<file path="config.mk">
export PLATFORM = sky130hd
export DESIGN_NAME = board_line_scanner
export DESIGN_NICKNAME = d
export VERILOG_FILES = /design/src/rtl/board_line_scanner.sv
export SDC_FILE = /design/constraint.sdc
export NUM_CORES = 1
export LEC_CHECK = 0
export ABC_AREA = 1
export CORE_UTILIZATION = 40
export DETAILED_ROUTE_END_ITERATION = 12
export GPL_ROUTABILITY_DRIVEN = 0
export PLACE_DENSITY = 0.66
export REMOVE_ABC_BUFFERS = 1
export SLEW_MARGIN = 40
export SYNTH_ARGS = -nofsm -noshare
export SYNTH_HDL_FRONTEND = slang
export SYNTH_SLANG_ARGS = --single-unit
</file>
<file path="constraint.sdc">
create_clock -name next -period 4.9 [get_ports next]
set_input_delay 0.98 -clock next [delete_from_list [all_inputs] [get_ports next]]
set_output_delay 0.98 -clock next [all_outputs]
set_load 0.03 [all_outputs]
</file>
<file path="src/rtl/board_line_scanner.sv">
// Replays a snapshot of the Connect-4 board into the four-in-a-row recognizer, line by line,
// with a 00 separator after every line, and latches the first winner the recognizer reports.
module board_line_scanner #(
   parameter int COLS = 7,
   parameter int ROWS = 6
) (
   input  logic                     next,
   input  logic                     reset,
   input  logic                     go,
   input  logic [2*ROWS*COLS-1:0]   board,
   input  logic [1:0]               win_in,
   output logic [1:0]               piece,
   output logic                     busy,
   output logic                     done,
   output logic [1:0]               winner
);

   // state   | meaning
   // IDLE    | waiting for go after reset
   // PRIME   | one 00 cycle to flush the recognizer
   // ROW     | streaming rows, left to right, top to bottom
   // COL     | streaming columns, top to bottom
   // DIAG    | streaming down-right diagonals of length >= 4
   // ANTI    | streaming down-left anti-diagonals of length >= 4
   // DONE    | scan finished or aborted on a win; winner is valid

   localparam int NCELL = ROWS * COLS;
   localparam int MAXD  = (ROWS > COLS) ? ROWS : COLS;
   localparam int IW    = $clog2(MAXD);
   localparam int NDIAG = ROWS + COLS - 7;
   localparam int LW    = (NDIAG > 1) ? $clog2(NDIAG) : 1;
   localparam int XW    = $clog2(NCELL);

   localparam logic [IW-1:0] R_LAST  = IW'(ROWS - 1);
   localparam logic [IW-1:0] C_LAST  = IW'(COLS - 1);
   localparam logic [IW-1:0] C_ANTI0 = IW'(3);
   localparam logic [LW-1:0] L_LAST  = LW'(NDIAG - 1);
   localparam logic [LW-1:0] L_TOP   = LW'(COLS - 4);

   typedef enum logic [2:0] {
      S_IDLE, S_PRIME, S_ROW, S_COL, S_DIAG, S_ANTI, S_DONE
   } state_t;

   state_t          r_state;
   logic [IW-1:0]   r_row;
   logic [IW-1:0]   r_col;
   logic            r_sep;
   logic [LW-1:0]   r_line;
   logic [1:0]      r_piece;
   logic [1:0]      r_winner;
   logic [1:0]      r_snap [NCELL];

   state_t          w_state_nxt;
   logic [IW-1:0]   w_row_nxt;
   logic [IW-1:0]   w_col_nxt;
   logic            w_sep_nxt;
   logic [LW-1:0]   w_line_nxt;
   logic [LW-1:0]   w_line_inc;
   logic [IW-1:0]   w_diag_row;
   logic [IW-1:0]   w_diag_col;
   logic [IW-1:0]   w_anti_row;
   logic [IW-1:0]   w_anti_col;
   logic            w_scan;
   logic            w_win;
   logic            w_accept;
   logic [XW-1:0]   w_idx;
   logic [1:0]      w_cell;
   logic [1:0]      w_piece_nxt;

   assign w_scan     = r_state inside {S_ROW, S_COL, S_DIAG, S_ANTI};
   assign w_win      = w_scan && (win_in != 2'b00);
   assign w_accept   = (r_state == S_IDLE || r_state == S_DONE) && go;
   assign w_line_inc = r_line + 1'b1;

   // Start cell of the following diagonal: along the top row first, then down the edge column.
   assign w_diag_row = (w_line_inc <= L_TOP) ? '0               : IW'(w_line_inc - L_TOP);
   assign w_diag_col = (w_line_inc <= L_TOP) ? IW'(w_line_inc)  : '0;
   assign w_anti_row = (w_line_inc <= L_TOP) ? '0               : IW'(w_line_inc - L_TOP);
   assign w_anti_col = (w_line_inc <= L_TOP) ? IW'(w_line_inc) + C_ANTI0 : C_LAST;

   always_ff @(posedge next) begin
      if (!reset) begin
         r_state  <= S_IDLE;
         r_row    <= '0;
         r_col    <= '0;
         r_sep    <= 1'b0;
         r_line   <= '0;
         r_piece  <= 2'b00;
         r_winner <= 2'b00;
      end else begin
         r_state  <= w_state_nxt;
         r_row    <= w_row_nxt;
         r_col    <= w_col_nxt;
         r_sep    <= w_sep_nxt;
         r_line   <= w_line_nxt;
         r_piece  <= w_piece_nxt;
         if (w_win)
            r_winner <= win_in;
         else if (w_accept)
            r_winner <= 2'b00;
      end
   end

   always_ff @(posedge next) begin
      if (reset && w_accept) begin
         for (int k = 0; k < NCELL; k++)
            r_snap[k] <= board[k*2 +: 2];
      end
   end

   // Counters always describe the item that piece will hold after the edge.
   always_comb begin
      w_state_nxt = r_state;
      w_row_nxt   = r_row;
      w_col_nxt   = r_col;
      w_sep_nxt   = r_sep;
      w_line_nxt  = r_line;
      case (r_state)
         S_IDLE, S_DONE: begin
            if (go) w_state_nxt = S_PRIME;
         end
         S_PRIME: begin
            w_state_nxt = S_ROW;
            w_row_nxt   = '0;
            w_col_nxt   = '0;
            w_sep_nxt   = 1'b0;
         end
         S_ROW: begin
            if (r_sep) begin
               w_sep_nxt = 1'b0;
               w_col_nxt = '0;
               if (r_row == R_LAST) begin
                  w_state_nxt = S_COL;
                  w_row_nxt   = '0;
               end else begin
                  w_row_nxt = r_row + 1'b1;
               end
            end else if (r_col == C_LAST) begin
               w_sep_nxt = 1'b1;
            end else begin
               w_col_nxt = r_col + 1'b1;
            end
         end
         S_COL: begin
            if (r_sep) begin
               w_sep_nxt = 1'b0;
               w_row_nxt = '0;
               if (r_col == C_LAST) begin
                  w_state_nxt = S_DIAG;
                  w_col_nxt   = '0;
                  w_line_nxt  = '0;
               end else begin
                  w_col_nxt = r_col + 1'b1;
               end
            end else if (r_row == R_LAST) begin
               w_sep_nxt = 1'b1;
            end else begin
               w_row_nxt = r_row + 1'b1;
            end
         end
         S_DIAG: begin
            if (r_sep) begin
               w_sep_nxt = 1'b0;
               if (r_line == L_LAST) begin
                  w_state_nxt = S_ANTI;
                  w_row_nxt   = '0;
                  w_col_nxt   = C_ANTI0;
                  w_line_nxt  = '0;
               end else begin
                  w_line_nxt = w_line_inc;
                  w_row_nxt  = w_diag_row;
                  w_col_nxt  = w_diag_col;
               end
            end else if (r_row == R_LAST || r_col == C_LAST) begin
               w_sep_nxt = 1'b1;
            end else begin
               w_row_nxt = r_row + 1'b1;
               w_col_nxt = r_col + 1'b1;
            end
         end
         S_ANTI: begin
            if (r_sep) begin
               w_sep_nxt = 1'b0;
               if (r_line == L_LAST) begin
                  w_state_nxt = S_DONE;
               end else begin
                  w_line_nxt = w_line_inc;
                  w_row_nxt  = w_anti_row;
                  w_col_nxt  = w_anti_col;
               end
            end else if (r_row == R_LAST || r_col == '0) begin
               w_sep_nxt = 1'b1;
            end else begin
               w_row_nxt = r_row + 1'b1;
               w_col_nxt = r_col - 1'b1;
            end
         end
         default: w_state_nxt = S_IDLE;
      endcase
      if (w_win) w_state_nxt = S_DONE;
   end

   always_comb begin
      busy        = 1'b0;
      done        = 1'b0;
      w_piece_nxt = 2'b00;
      w_idx       = XW'(w_row_nxt) * XW'(COLS) + XW'(w_col_nxt);
      w_cell      = r_snap[w_idx];
      case (r_state)
         S_PRIME, S_ROW, S_COL, S_DIAG, S_ANTI: busy = 1'b1;
         S_DONE:                                done = 1'b1;
         default: ;
      endcase
      // Cell code 11 is not a legal piece; present it as empty.
      if ((w_state_nxt inside {S_ROW, S_COL, S_DIAG, S_ANTI}) && !w_sep_nxt)
         w_piece_nxt = (w_cell == 2'b11) ? 2'b00 : w_cell;
   end

   assign piece  = r_piece;
   assign winner = r_winner;

endmodule

</file>
==> results.md <==
* Status: finished clean
* Drt via density at 5.11
* Initial antenna violation count at 0
* Unrepaired setup endpoints after global routing: false
* YS warnings at 0
* Slew @ Worst Pin at 0.735 ns
* Tcrit/Tclk final at 92.1%
* Routed WL at roughly 12000 um
* Number of setup buffers added after CTS at 0
* Area share of the largest cell type after synthesis at 46.9%
* Remaining DRCs at 0
* Share of async-settable or async-resettable flops after synthesis at 0%
* Setup violators final at 0
* Crit path top cell by count: nand3_1
* Cts bufs inserted at 9
* Vert. Die Dim at approximately 120 um
* Slowest stage cell, crit path: fa_1
* First-pass GRT wire length at 20500 um
* Buf/Inv on CP at 6
* Starting DRT DRC Count at ~420
* Yosys cell types at 35
* Reg-to-Reg Start: r_state[1]$_SDFF_PN0_
* Crit Path Category: register to register
* Bufs on Longest Clock Path at 2
* Hold EP: winner[0]$_SDFFE_PN0P_
* Clock Sink Count at about 100
* N_diodes at 0
* Vias at 4395
* Cell count after synthesis at approximately 590
* Top cells by area, synth: edfxtp_1 47%, nand2_1 9.1%, nand3_1 7.0%
* Grt ovf at 0
* WL/cell at ~14 um
* Crit end category: register
* # nets final at 798
* Fin. Hold Viols at 0
* HPWL Detailed at 8940 um
* Port Buffers at 94
* Cells on worst reg2reg path at 22
* Hold path cells at 2
* Post-synth EDFFs at 84
* Worst r2r dst: piece[1]$_SDFF_PP0_
* R2R setup slack at about 0.39 ns
* Clock-pin slew on the worst setup and hold paths at approximately 0.07 ns
* Worst skew pair latency at approximately 0.34 ns
* Max frequency at between 0.2 and 0.25 GHz
* Min Tclk post-route at 4.51 ns
* Most numerous cell in the Yosys netlist: nand2_1
* Hold Crit Class: register to register
* Critical-path maximum fanout at 12
* Synth Flop Type: edfxtp_1
* Post-Syn Area at roughly 5400 um^2
* Pre-antenna DRT Iters at 5
* I/O pin cnt at 95
* Syn_area_per_cell at 9.15 um^2
* Most instantiated cells after synthesis: 130 x nand2_1, 84 x edfxtp_1, 75 x nand3_1
* Post-route design area at ~6800 um^2
* Hold slack final at 0.495 ns
* Skew final at 0.00674 ns
* Die area at 13900 um^2
* Starting Density at about two fifths
* Hold_sp: winner[0]$_SDFFE_PN0P_
* Gr usage total at 18.5%
* Worst EP arrival at 4.78 ns
* CP Data Required Time at 5.17 ns
* Placed cell area at ~6500 um^2
* Seq/Total Area, Yosys at between 50% and 60%
* CP max stage delay at 0.61 ns
* CTS tree: built
* CP delay by family, top: adder cells
* CORE AREA at 13200 um^2
* ANT nets after route at 0
* Layout cell share with drive strength beyond 1 at 7.31%
* CP Cell Sequence: inv_2 -> ha_1 -> nand2_2 -> nand2_1 -> inv_2 -> o21ai_0 -> nor2_1 -> o211ai_1 -> nand2_1 -> inv_1 -> fa_1 -> inv_1 -> fa_1 -> inv_1 -> fa_1 -> buf_4 -> nand3_1 -> nand3_1 -> nand3_1 -> nand3_1 -> nand2_1 -> nor3_2
* Die width at 118 um
* Seq cells post-synth at 101
* CTS root buffer: clkbuf_16
* Area grow syn2layout at 26.1%
* Row cnt at 42
* Crit path launch type: register
* Leading area contributor after synthesis: edfxtp_1
* Largest net degree at the start of global routing at 85
* Number of global-route vias before repair at 4373
* Pins Over Slew Limit at 0
* # Max-Cap Violations at 0
* Number of H-tree levels at 3
* Slew HR at 51.0%
==> area by class of cell <==
type / instances / area, um^2
clock inverters: 6 / 38.8
clock buffers: 10 / 229
repair buffers: 101 / 997
inverters: 62 / 236
multi-input cells: 404 / 2200
fillers: 1256 / 6400
well taps: 176 / 220
flip-flops and latches: 101 / 2860
==> kinds of logic after synthesis <==
kind of cell | synth area share, %
AND/OR/NAND/NOR | 22.8
flip-flops | 53.2
AO/OA/AOI/OAI | 9.35
buffers and inverters | 6.30
adder cells (fa/ha/maj) | 7.53
XOR/XNOR | 0.651
multiplexers | 0.186
==> tightest hold or removal path, stage by stage (launching register included) <==
cell	delay [ns]
dfxtp_1	0.32
nand3_1	0.08
a21oi_1	0.06
==> registers in the layout (all words and copies together), names as in the netlist <==
signal and cells:
winner 2, r_state 3, r_col 3, piece 2, r_sep 1, r_snap 84
r_line 3, r_row 3
==> worst max path at each step <==
stage / startpoint / endpoint / cells past startpoint
CTS: r_col[0]$_SDFF_PN0_ / piece[0]$_SDFF_PP0_ / 23
floorplan: go / r_snap[0][0]$_DFFE_PP_ / 2
detailed placement: r_col[0]$_SDFF_PN0_ / piece[0]$_SDFF_PP0_ / 23
finish: r_state[1]$_SDFF_PN0_ / piece[1]$_SDFF_PP0_ / 22
global route: r_line[0]$_SDFFE_PN0P_ / piece[1]$_SDFF_PP0_ / 23
global placement: r_col[0]$_SDFF_PN0_ / piece[0]$_SDFF_PP0_ / 23
==> cell usage in the layout (no fill, tap or decap), drive strengths merged, types with 2 or more instances in the layout <==
cell type      count
clkdlybuf4s50     94
a21oi             26
nand2            138
o22ai              3
a31oi              3
clkinvlp           2
buf                7
clkbuf            10
o21ai             50
fa                 4
ha                26
xnor2              4
nand4              4
o211ai             6
nor3               3
edfxtp            84
nand3             78
nor2              53
inv               61
clkinv             5
dfxtp             17
==> routing by layer <==
layer | vias up | share of wire (%) | wire length (um) | track usage [%]
met5 | - | 0 | 0 | 0
met4 | 0 | 2.2 | 275 | 8.17
met2 | 131 | 49 | 6030 | 31.9
met1 | 2064 | 44 | 5380 | 22.8
li1 | 2179 | - | - | -
met3 | 21 | 4.7 | 576 | 3.00
==> stage by stage <==
| step | setup WS [ns] | TNS (ns) | cells | util (%) |
|---|---|---|---|---|
| detailed placement | 0.272 | 0 | 844 | 49.3 |
| CTS | 0.250 | 0 | 860 | 51.3 |
| global route | 0.0144 | 0 | 860 | 51.4 |
| finish | 0.389 | 0 | 860 | 51.4 |
| floorplan | -0.292 | -24.56 | 567 | - |
| global placement | 0.476 | 0 | 844 | 49.2 |
==> what timing repair did <==
item                       in CTS  in global routing
hold buffers                    0                  0
resized for setup               0                  4
setup endpoints to repair       0                  2
Power is not shown: default switching activity piles up to over one toggle a cycle in this logic, so the estimate is an artifact.
